### src/rtl/ex_mem_stage.sv
`default_nettype none
// ============================================================================
//  Module   : ex_mem_stage
//  Brief    : EX/MEM pipeline register with valid/ready handshake, overflow
//             write squash, sticky overflow exception record and saturating
//             overflow counter.
//  Revision : 1.0  initial release
// ============================================================================
module ex_mem_stage #(
  parameter int DATA_W = 32,
  parameter int PC_W   = 32,
  parameter int RD_W   = 5,
  parameter int CNT_W  = 8
) (
  input  logic              clk,
  input  logic              rst_n,
  input  logic              flush,
  input  logic              in_valid,
  output logic              in_ready,
  input  logic [DATA_W-1:0] in_result,
  input  logic              in_overflow,
  input  logic              in_zero,
  input  logic [RD_W-1:0]   in_rd,
  input  logic              in_regwrite,
  input  logic [PC_W-1:0]   in_pc,
  output logic              out_valid,
  input  logic              out_ready,
  output logic [DATA_W-1:0] out_result,
  output logic              out_zero,
  output logic [RD_W-1:0]   out_rd,
  output logic              out_regwrite,
  output logic [PC_W-1:0]   out_pc,
  output logic              exc_valid,
  output logic [PC_W-1:0]   exc_pc,
  input  logic              exc_ack,
  output logic [CNT_W-1:0]  ovf_count
);

  logic              out_valid_q, out_valid_d;
  logic [DATA_W-1:0] out_result_q, out_result_d;
  logic              out_zero_q, out_zero_d;
  logic [RD_W-1:0]   out_rd_q, out_rd_d;
  logic              out_regwrite_q, out_regwrite_d;
  logic [PC_W-1:0]   out_pc_q, out_pc_d;
  logic              exc_valid_q, exc_valid_d;
  logic [PC_W-1:0]   exc_pc_q, exc_pc_d;
  logic [CNT_W-1:0]  ovf_count_q, ovf_count_d;

  logic w_acc;
  logic w_drain;
  logic w_set;

  // Ready depends only on held state and out_ready; forced high while in reset.
  assign in_ready = !rst_n || !out_valid_q || out_ready;
  assign w_acc    = in_valid && in_ready && !flush;
  assign w_drain  = out_valid_q && out_ready;
  assign w_set    = w_acc && in_overflow;

  always_comb begin
    out_valid_d    = out_valid_q;
    out_result_d   = out_result_q;
    out_zero_d     = out_zero_q;
    out_rd_d       = out_rd_q;
    out_regwrite_d = out_regwrite_q;
    out_pc_d       = out_pc_q;
    exc_valid_d    = exc_valid_q;
    exc_pc_d       = exc_pc_q;
    ovf_count_d    = ovf_count_q;

    if (flush) begin
      out_valid_d = 1'b0;
    end else if (w_acc) begin
      out_valid_d = 1'b1;
    end else if (w_drain) begin
      out_valid_d = 1'b0;
    end

    if (w_acc) begin
      out_result_d   = in_result;
      out_zero_d     = in_zero;
      out_rd_d       = in_rd;
      out_regwrite_d = in_regwrite && !in_overflow && (in_rd != '0);
      out_pc_d       = in_pc;
    end

    if (w_set && !(&ovf_count_q)) begin
      ovf_count_d = ovf_count_q + CNT_W'(1);
    end

    // A new overflow coinciding with an ack replaces the recorded PC.
    if (w_set) begin
      exc_valid_d = 1'b1;
      if (!exc_valid_q || exc_ack) begin
        exc_pc_d = in_pc;
      end
    end else if (exc_ack) begin
      exc_valid_d = 1'b0;
    end
  end

  always_ff @(posedge clk) begin
    if (!rst_n) begin
      out_valid_q    <= 1'b0;
      out_result_q   <= '0;
      out_zero_q     <= 1'b0;
      out_rd_q       <= '0;
      out_regwrite_q <= 1'b0;
      out_pc_q       <= '0;
      exc_valid_q    <= 1'b0;
      exc_pc_q       <= '0;
      ovf_count_q    <= '0;
    end else begin
      out_valid_q    <= out_valid_d;
      out_result_q   <= out_result_d;
      out_zero_q     <= out_zero_d;
      out_rd_q       <= out_rd_d;
      out_regwrite_q <= out_regwrite_d;
      out_pc_q       <= out_pc_d;
      exc_valid_q    <= exc_valid_d;
      exc_pc_q       <= exc_pc_d;
      ovf_count_q    <= ovf_count_d;
    end
  end

  assign out_valid    = out_valid_q;
  assign out_result   = out_result_q;
  assign out_zero     = out_zero_q;
  assign out_rd       = out_rd_q;
  assign out_regwrite = out_regwrite_q;
  assign out_pc       = out_pc_q;
  assign exc_valid    = exc_valid_q;
  assign exc_pc       = exc_pc_q;
  assign ovf_count    = ovf_count_q;

endmodule
`default_nettype wire

### config.mk
export PLATFORM = sky130hd
export DESIGN_NAME = ex_mem_stage
export DESIGN_NICKNAME = d
export VERILOG_FILES = /design/src/rtl/ex_mem_stage.sv
export SDC_FILE = /design/constraint.sdc
export NUM_CORES = 1
export LEC_CHECK = 0
export BUFFER_PORTS_ARGS = -buffer_cell sky130_fd_sc_hd__buf_2
export CORE_MARGIN = 10
export CORE_UTILIZATION = 49
export DETAILED_ROUTE_END_ITERATION = 12
export GPL_TIMING_DRIVEN = 0
export PLACE_DENSITY = 0.89
export SYNTH_ARGS = -nofsm -noshare
export SYNTH_HDL_FRONTEND = slang
export SYNTH_SLANG_ARGS = --single-unit
### constraint.sdc
create_clock -name clk -period 3.5 [get_ports clk]
set_input_delay 0.525 -clock clk [delete_from_list [all_inputs] [get_ports clk]]
set_output_delay 0.525 -clock clk [all_outputs]
set_load 0.02 [all_outputs]
==> results of run 1 <==
[registers in the layout, indices dropped and copies added (netlist names), 5 cells and up]
register / flops
out_pc: 32
ovf_count: 8
exc_pc: 32
out_result: 32
out_rd: 5
[routing by layer]
layer  part of all wire  global-route usage
met1               0.39               0.222
met2               0.51               0.368
met3              0.084              0.0763
met4              0.020              0.0920
met5                  0                   0
[worst min-delay path, cell delays in order]
cell	delay (ps)
buf_2	90
nand2_1	40
a21oi_1	50
[kinds of logic (layout without fill, tap and decap cells)]
kind of cell,Yosys count,count (layout),share of synthesized area
AOI/OAI and AO/OA,121,121,0.157
buffers and inverters,41,264,0.0440
DFF,113,113,0.560
adders and majority gates,1,1,0.00310
and+or+nand+nor,235,235,0.236
[final cells by class]
class	count	area share
sequential	113	0.398
multi-input combinational	357	0.281
timing repair buffer	191	0.168
clock buffer	21	0.0790
buffer	35	0.0271
tap	105	0.0231
clock inverter	11	0.0198
inverter	6	0.00418
[cells in the mapped netlist, drive strengths merged]
| library cell | instances |
|---|---|
| nand4 | 1 |
| inv | 5 |
| nand3b | 2 |
| dfxtp | 113 |
| o21ai | 2 |
| clkbuf | 22 |
| or2 | 1 |
| nor3 | 1 |
| nor2 | 3 |
| nor3b | 1 |
| a31oi | 1 |
| and3 | 1 |
| buf | 13 |
| nand2 | 208 |
| or4 | 3 |
| nand4b | 1 |
| o211a | 1 |
| or3 | 1 |
| and3b | 2 |
| nand3 | 7 |
| clkinv | 1 |
| ha | 1 |
| nor4 | 2 |
| o31ai | 2 |
| o41ai | 2 |
| o2111ai | 1 |
| a21oi | 110 |
| nand2b | 1 |
| o21a | 1 |
| o311ai | 1 |
[worst paths after layout]
kind	to	start	cells after the start	slack, ps
hold reg to reg	exc_pc[10]	exc_pc[10]	2	450
setup / recovery	in_ready	out_valid	3	1580
hold / removal	out_result[0]	in_result[0]	3	250
setup reg to reg	out_result[16]	out_valid	6	1770
[metrics by stage]
stage	cell area [sq um]	util	setup slack [ps]	std cells
2_1_floorplan	4040	-	1800	511
3_3_place_gp	5130	0.630	1450	807
3_5_place_dp	5130	0.630	1400	807
4_1_cts	5690	0.699	1550	839
5_1_grt	5690	0.699	1510	839
6_report	5690	0.699	1580	839
[layout by cell type (no fill, tap or decap), types with 2 or more instances in the layout]
| cell | instances |
|---|---|
| a21oi_1 | 110 |
| o31ai_1 | 2 |
| nor2_1 | 3 |
| nand2_1 | 207 |
| nand3_1 | 7 |
| clkbuf_16 | 16 |
| clkinv_2 | 7 |
| o21ai_0 | 2 |
| clkinvlp_4 | 3 |
| bufinv_16 | 2 |
| inv_1 | 5 |
| dfxtp_1 | 113 |
| or4_1 | 3 |
| nor4_1 | 2 |
| clkbuf_8 | 3 |
| clkbuf_1 | 24 |
| buf_2 | 203 |
| nand3b_1 | 2 |
| o41ai_1 | 2 |
[where the power goes]
group	total (mW)	leakage (nW)	internal (mW)	switching, mW
Combinational	0.316	1.41	0.110	0.206
Clock	1.62	0.273	1.04	0.584
Sequential	1.37	0.921	1.34	0.0271
Total	3.31	2.61	2.49	0.816
==> summary.md, run 1 <==
| Metric | Value |
|---|---|
| Status | finished, final reports clean |
| Netlist cell types | 33 |
| Hold Crit Class | in -> reg |
| Initial antenna violation count | 0 |
| Hold Violations, Final | 0 |
| Yosys top cell area share | 0.560 |
| # rows | 33 |
| Final nets | 800 |
| Yosys reg bits | 113 |
| Syn_nets | 590 |
| Fin. max-slew vios | 0 |
| Vias per cell | between 5 and 6 |
| WL final | between 10000 and 15000 um |
| GRT Util Overall | 0.211 |
| Power, Total | 3.31 mW |
| GP Congestion | 0.861 |
| Post-CTS resize count | 0 |
| Max VDD drop | 395 uV |
| Die X | 111 um |
| Largest net degree at the start of global routing | 17 |
| Setup bufs post-CTS | 0 |
| Largest area contributor in the netlist | dfxtp_1 |
| Vias in the first global route | 4270 |
| CTS Root Cell | clkbuf_8 |
| IO buf count | 191 |
| Slowest cell on crit path | dfxtp_1 |
| Global route overflow | 0 |
| Final period util | 0.550 |
| CTS tree | done |
| Worst-skew pair later-pin latency | approximately 510 ps |
| Pwr Density | 581 nW/um^2 |
| Fin crit period | 1920 ps |
| CP delay by family, top | flip-flops |
| Detailed Place HPWL | 10200 um |
| Main area contributors after synthesis | dfxtp_1 56%, nand2_1 19%, a21oi_1 14%, clkbuf_1 2.0%, buf_2 1.5% |
| Multi-input logic area | 1600 sq um |
| Syn_area_per_cell | 7.91 sq um |
| Pre-antenna DRT Iters | 5 |
| Num CTS Buffers | 17 |
| Worst-Margin Slew | 574 ps |
| Global-route wire length before repair | 21200 um |
| WS Path Type | reg -> out |
| Critical Path, Cell by Cell | and3b_4 > clkinv_2 > buf_2 |
| Worst Path Arrival | around 1400 ps |
| Vias post-DR | 4286 |
| Area delta synth->final | 40.8% |
| Fmax | ~0.52 GHz |
| Antenna-violating nets left | 0 |
| Final clock skew | just over 7 ps |
| # diodes | 0 |
| Clock Tree Buf Depth | 2 |
| Setup TNS | 0 ps |
| WP buf/inv | 2 |
| DRC errors left | 0 |
| Unrepaired setup endpoints after global routing | no |
| Post-Syn Instances | between 500 and 600 |
| Hold WS | 247 ps |
| Hold-fix buffers, CTS | 0 |
| Max_slew headroom | 0.617 |
| Initial cell density of the core | 0.497 |
| Highest net fanout along the worst path | 5 |
| Die Ht | 111 um |
| Sequential share of the synthesized area | 0.560 |
| Sink Count | 113 |
| Avg WL per Cell | approximately 16 um |
| CP max stage delay | 350 ps |
| Die Area | between 10000 and 15000 sq um |
| Clock Pin Slew Worst Setup and Hold Paths | 60 ps |
| Max cap viols | 0 |
| Setup crit start kind | register |
| FF/Latch Area | 2260 sq um |
| Core box area | roughly 8100 sq um |
| Synth Warn # | 0 |
| Share of post-route cells with drive strength above 1 | 0.324 |
| # setup viols final | 0 |
| IO Pins | 192 |
| Setup crit end kind | primary output |
| Fill count | approximately 630 |
| Starting DRT DRC Count | 168 |
| CTS HTree Levels | 4 |
| Synth Cell Area | 4040 sq um |
| WP data required | between 2000 and 3000 ps |
| Lkg Pwr | 2.61 nW |
No activity file was read; power rests on OpenSTA's default activity.
==> run 2: changes to the inputs <==
--- a/config.mk
+++ b/config.mk
@@ -7,10 +7,10 @@
 export LEC_CHECK = 0
 export BUFFER_PORTS_ARGS = -buffer_cell sky130_fd_sc_hd__buf_2
 export CORE_MARGIN = 10
-export CORE_UTILIZATION = 49
+export CORE_UTILIZATION = 41
 export DETAILED_ROUTE_END_ITERATION = 12
 export GPL_TIMING_DRIVEN = 0
-export PLACE_DENSITY = 0.89
+export PLACE_DENSITY = 0.8
 export SYNTH_ARGS = -nofsm -noshare
 export SYNTH_HDL_FRONTEND = slang
 export SYNTH_SLANG_ARGS = --single-unit
==> constraint.sdc (replaced) <==
create_clock -name clk -period 1.65 [get_ports clk]
set_input_delay 0.2475 -clock clk [delete_from_list [all_inputs] [get_ports clk]]
set_output_delay 0.2475 -clock clk [all_outputs]
set_load 0.02 [all_outputs]
==> summary.md, run 2 (synthesized netlist as in run 1, its figures left out) <==
| Metric | Value |
|---|---|
| Status | finished, final reports clean |
| Die X | 119 um (+7.6%) |
| Final Cell Area | 6460 sq um (+14%) |
| Highest net fanout along the worst path | 5 (unchanged) |
| Fmax | approximately 0.63 GHz |
| Pre-antenna DRT Iters | 6 (+1) |
| Area delta synth->final | 59.9% |
| Global route overflow | 0 (unchanged) |
| # rows | 36 (+9.1%) |
| Hold endpoint | out_pc[31] |
| Fin. max-slew vios | 0 (unchanged) |
| Slowest cell on crit path | dfxtp_2 |
| Share of post-route cells with drive strength above 1 | 0.311 (-0.0137) |
| Setup TNS | 0 ps (unchanged) |
| Detailed Place HPWL | 10200 um (+0.26%) |
| Critical Path, Cell by Cell | and3b_4 > clkinv_2 > buf_2 |
| Worst-skew pair later-pin latency | 500 ps (about the same) |
| WL final | 15000 um (+12%) |
| Vias per cell | 4.92 (-3.7%) |
| Largest net degree at the start of global routing | 17 (unchanged) |
| Multi-input logic area | 1610 sq um (+0.55%) |
| Hold Violations, Final | 0 (unchanged) |
| Worst reg-to-reg path cell count | 5 (-1) |
| Setup crit start kind | register |
| Max cap viols | 0 (unchanged) |
| Hold path start | in_pc[31] |
| Clock Pin Slew Worst Setup and Hold Paths | 50 ps (about the same) |
| R2r endpoint | ovf_count[3] |
| WS Path Type | reg -> out |
| Core box area | 9680 sq um (+19%) |
| Max VDD drop | 660 uV (+67%) |
| Initial antenna violation count | 1 (+1) |
| # setup viols final | 0 (unchanged) |
| Vias in the first global route | 4788 (+12%) |
| Die Ht | 119 um (+7.6%) |
| Vias post-DR | 4617 (+7.7%) |
| Sink Count | 113 (unchanged) |
| Post-Place Setup Slack | -191 ps (-1590 ps) |
| WP data required | 1400 ps (-1570 ps) |
| WP buf/inv | 2 (unchanged) |
| Pwr Density | 1090 nW/um^2 (+88%) |
| Power, Total | 7.07 mW (+110%) |
| CP delay by family, top | flip-flops |
| Global-route wire length before repair | 24000 um (+13%) |
| CTS Root Cell | clkbuf_8 |
| Final period util | 0.957 |
| Setup crit end kind | primary output |
| IO Pins | 192 (unchanged) |
| Clock Tree Buf Depth | 2 (unchanged) |
| Num CTS Buffers | 17 (unchanged) |
| Hold Path Cell Cnt | 3 (unchanged) |
| Worst-Margin Slew | 625 ps (+51.2 ps) |
| Flop2flop setup slack | 90 ps (-1680 ps) |
| FF/Latch Area | 2260 sq um (about the same) |
| DRC errors left | 0 (unchanged) |
| Avg WL per Cell | 16.0 um (+0.41%) |
| Worst Path Arrival | 1330 ps (-70 ps) |
| GP Congestion | 0.842 (-2.3%) |
| IO buf count | 191 (unchanged) |
| Fill count | 767 (+21%) |
| Commonest non-fill, non-tap cell in the layout | nand2_1 |
| Fin crit period | 1580 ps |
| Die Area | 14200 sq um (+16%) |
| Antenna-violating nets left | 0 (unchanged) |
| Hold Crit Class | in -> reg |
| CP max stage delay | 340 ps (about the same) |
| Starting DRT DRC Count | 295 (+76%) |
| CTS HTree Levels | 4 (unchanged) |
| Most frequent cells in the layout | 207 x nand2_1, 205 x buf_2, 112 x dfxtp_1, 110 x a21oi_1, 71 x dlygate4sd3_1 |
| Finished Layout Cells | 939 (+12%) |
| Max_slew headroom | 0.583 (-0.0341) |
| CTS tree | done |
| R2R Path Start | ovf_count[0] |
| Final nets | 873 (+9.1%) |
| Cell Count Post-Placement | 835 (+3.5%) |
| Placed instance area | 5160 sq um (+0.68%) |
| Unrepaired setup endpoints after global routing | no |
| Lkg Pwr | 2.94 nW (+13%) |
| Initial cell density of the core | 0.417 (-0.0795) |
| GRT Util Overall | 0.206 (-0.00425) |
| Post-route setup slack | 70.5 ps (-1510 ps) |
| Final clock skew | 4.77 ps (-2.49 ps) |
run 2: cell types whose count changed in the layout (fill, tap and decap cells not counted), sizes merged:
| cell | before | now |
|---|---|---|
| diode | 0 | 1 |
| clkbuf | 43 | 42 |
| clkinv | 7 | 6 |
| dlygate4sd3 | 0 | 71 |
| clkinvlp | 3 | 0 |
| buf | 204 | 209 |
run 2: worst max-delay path by stage:
stage | depth (start not counted) | end | from | slack (ps)
3_3_place_gp | 7 | exc_pc[11] | out_ready | -110
3_5_place_dp | 7 | exc_pc[18] | out_ready | -190
5_1_grt | 5 | ovf_count[3] | ovf_count[0] | 7
2_1_floorplan | 6 | ovf_count[4] | out_valid | 70
6_report | 3 | in_ready | out_valid | 70
4_1_cts | 3 | in_ready | out_valid | 30
run 2: power by group:
group          internal, mW  switching (mW)
Clock                  2.19            1.15
Combinational         0.351           0.476
Sequential             2.84          0.0573
Total                  5.39            1.68
run 2: final cells by class:
type,count,area share
buffer,34,0.0254
tap,133,0.0258
inverter,6,0.00368
timing repair buffer,265,0.261
clock inverter,7,0.0132
multi-input combinational,357,0.249
clock buffer,23,0.0707
sequential,113,0.350
antenna,1,0.000387
run 2: metrics by stage:
stage / hold slack [ps] / util
6_report: 27.4 / 0.667
5_1_grt: 18.2 / 0.667
2_1_floorplan: 324 / -
3_3_place_gp: 438 / 0.533
4_1_cts: 5.15 / 0.665
3_5_place_dp: 444 / 0.533
run 2: worst min-delay path, stage by stage:
cell	delay, ps
buf_2	120
nand2_1	60
a21oi_1	50
run 2: per-layer routing:
metal / routed length (um) / vias up / track usage
li1: - / 2243 / -
met1: 5740 / 2145 / 0.220
met2: 7470 / 201 / 0.356
met3: 1480 / 28 / 0.0812
met4: 345 / 0 / 0.0878
met5: 0 / - / 0
run 2: repair_timing:
action                     4_1_cts  5_1_grt
hold buffers                    71        0
setup buffers                    2        1
setup endpoints to repair      101       57
hold endpoints to repair       100        0
gates resized for setup         10        7
pin swaps                        1        0
==> run 3: changes to the inputs <==
--- a/config.mk
+++ b/config.mk
@@ -10,7 +10,7 @@
 export CORE_UTILIZATION = 41
 export DETAILED_ROUTE_END_ITERATION = 12
 export GPL_TIMING_DRIVEN = 0
-export PLACE_DENSITY = 0.8
+export PLACE_DENSITY = 0.75
 export SYNTH_ARGS = -nofsm -noshare
 export SYNTH_HDL_FRONTEND = slang
 export SYNTH_SLANG_ARGS = --single-unit
==> summary.md, run 3 (synthesized netlist as in run 1, its figures left out) <==
| Metric | Value |
|---|---|
| Area delta synth->final | 60.0% (about the same) |
| Starting DRT DRC Count | 282 (-4.4%) |
| IO buf count | 191 (unchanged) |
| Initial cell density of the core | 0.417 (unchanged) |
| DRC errors left | 0 (unchanged) |
| Global route overflow | 0 (unchanged) |
| Final period util | 0.956 (-0.00130) |
| Fill count | 772 (+0.65%) |
| Pre-antenna DRT Iters | 5 (-1) |
| Placed instance area | 5160 sq um (unchanged) |
| # diodes | 0 (-1) |
| Final clock skew | 3.84 ps (-0.933 ps) |
| Met3 routed WL | 1160 um (-22%) |
| Core box area | 9680 sq um (unchanged) |
| Highest net fanout along the worst path | 5 (unchanged) |
| # setup viols final | 0 (unchanged) |
| Num CTS Buffers | 17 (unchanged) |
| Power, Total | 6.92 mW (-2.1%) |
| Die Ht | 119 um (unchanged) |
| # rows | 36 (unchanged) |
| Clock Pin Slew Worst Setup and Hold Paths | 50 ps (about the same) |
| Vias in the first global route | 4532 (-5.3%) |
| Initial antenna violation count | 0 (-1) |
| Pwr Density | 1070 nW/um^2 (-2.2%) |
| Most frequent cells in the layout | 207 x nand2_1, 203 x buf_2, 112 x dfxtp_1, 110 x a21oi_1, 73 x dlygate4sd3_1 |
| R2R Path Start | out_valid |
| Vias post-DR | 4578 (-0.84%) |
| IO Pins | 192 (unchanged) |
| Vias per cell | 4.86 (-1.2%) |
| Detailed Place HPWL | 10400 um (+1.8%) |
| WL final | 14800 um (-1.6%) |
| Clock Tree Buf Depth | 2 (unchanged) |
| Antenna-violating nets left | 0 (unchanged) |
| Max cap viols | 0 (unchanged) |
| Hold Crit Class | in -> reg |
| CTS Root Cell | clkbuf_8 |
| WP data required | 1400 ps (about the same) |
| Worst Path Arrival | 1330 ps (about the same) |
| Hold path start | in_valid |
| Final nets | 875 (+0.23%) |
| Worst-skew pair later-pin latency | 520 ps (+20 ps) |
| Fmax | 0.634 GHz (+0.14%) |
| DR top layer | met4 |
| Lkg Pwr | 2.93 nW (-0.66%) |
| Met2 Wirelength | 7260 um (-2.8%) |
| Setup crit start kind | register |
| CTS tree | done |
| WS Path Type | reg -> out |
| Die Area | 14200 sq um (unchanged) |
| Status | finished, final reports clean |
| Post-Place Setup Slack | -145 ps (+45.9 ps) |
| Max VDD drop | 665 uV (+0.73%) |
| Sink Count | 113 (unchanged) |
| Hold Violations, Final | 0 (unchanged) |
| GP Congestion | 0.803 (-4.6%) |
| Die X | 119 um (unchanged) |
| Avg WL per Cell | 15.7 um (-1.9%) |
| Global-route wire length before repair | 23300 um (-2.8%) |
| Final Cell Area | 6470 sq um (about the same) |
| Unrepaired setup endpoints after global routing | no |
| Largest net degree at the start of global routing | 17 (unchanged) |
| Fin. max-slew vios | 0 (unchanged) |
| Commonest non-fill, non-tap cell in the layout | nand2_1 |
| Crit. Startpoint | out_valid |
| Post-route setup slack | 72.7 ps (+2.15 ps) |
| GRT Util Overall | 0.201 (-0.00493) |
| Max_slew headroom | 0.576 (-0.00660) |
| CTS HTree Levels | 4 (unchanged) |
| Share of post-route cells with drive strength above 1 | 0.316 (+0.00588) |
| Fin crit period | 1580 ps (-2.15 ps) |
| Routed met1 length | 6020 um (+5.0%) |
| Worst-Margin Slew | 635 ps (+9.90 ps) |
| Setup crit end kind | primary output |
==> run 3: changes by cell type in the layout (fill, tap and decap cells not counted), sizes merged <==
cell and change:
inv +1, buf -1, clkinv +3, dlygate4sd3 +2
clkbuf -5, clkinvlp +6, bufinv -2, diode -1
==> run 3: what timing repair did <==
action | in CTS | in global routing
hold buffers | 73 | 0
endpoints found under the setup margin | 82 | 48
endpoints found under the hold margin | 105 | 0
buffers inserted | 2 | 1
resized for setup | 8 | 9
cloned | 0 | 0
pin swaps | 2 | 1
==> run 3: power by group <==
| group | total [mW] | switching (mW) | internal [mW] |
|---|---|---|---|
| sequential | 2.90 | 0.0561 | 2.84 |
| combinational | 0.828 | 0.474 | 0.354 |
| clock | 3.20 | 1.35 | 1.85 |
| total | 6.92 | 1.88 | 5.04 |
==> run 3: final timing paths <==
check	to	slack (ps)	cells after the start
setup / recovery	in_ready	70	3
hold / removal	out_valid	70	3
setup reg to reg	out_result[30]	120	6
hold reg to reg	exc_pc[25]	450	2
==> run 3: per-stage QoR <==
step / instances / hold WS [ps] / TNS [ps] / utilization
final: 942 / 66.6 / 0 / 0.668
after global routing: 942 / 74.7 / 0 / 0.668
after detailed placement: 835 / 443 / -9830 / 0.533
after floorplan: 511 / 324 / 0 / -
after CTS: 941 / 35.9 / 0 / 0.666
after global placement: 835 / 438 / -7070 / 0.533
==> run 3: area by class of cell <==
cell class / count / area, sq um / area share
buffer: 34 / 161 / 0.0250
clock buffer: 17 / 414 / 0.0640
clock inverter: 15 / 116 / 0.0180
inverter: 6 / 23.8 / 0.00368
multi-input combinational: 357 / 1610 / 0.249
sequential: 113 / 2260 / 0.350
tap: 133 / 166 / 0.0257
timing repair buffer: 267 / 1710 / 0.265
==> run 3: critical path, cell delays in order (launching register included) <==
cell	delay (ps)
dfxtp_2	340
and3b_4	220
clkinv_2	90
buf_4	170
==> run 3: layer usage <==
layer  GRT usage  vias to the layer above
met5           0                        -
met4      0.0847                        0
met3      0.0765                       30
met2       0.345                      164
met1       0.219                     2129
li1            -                     2255
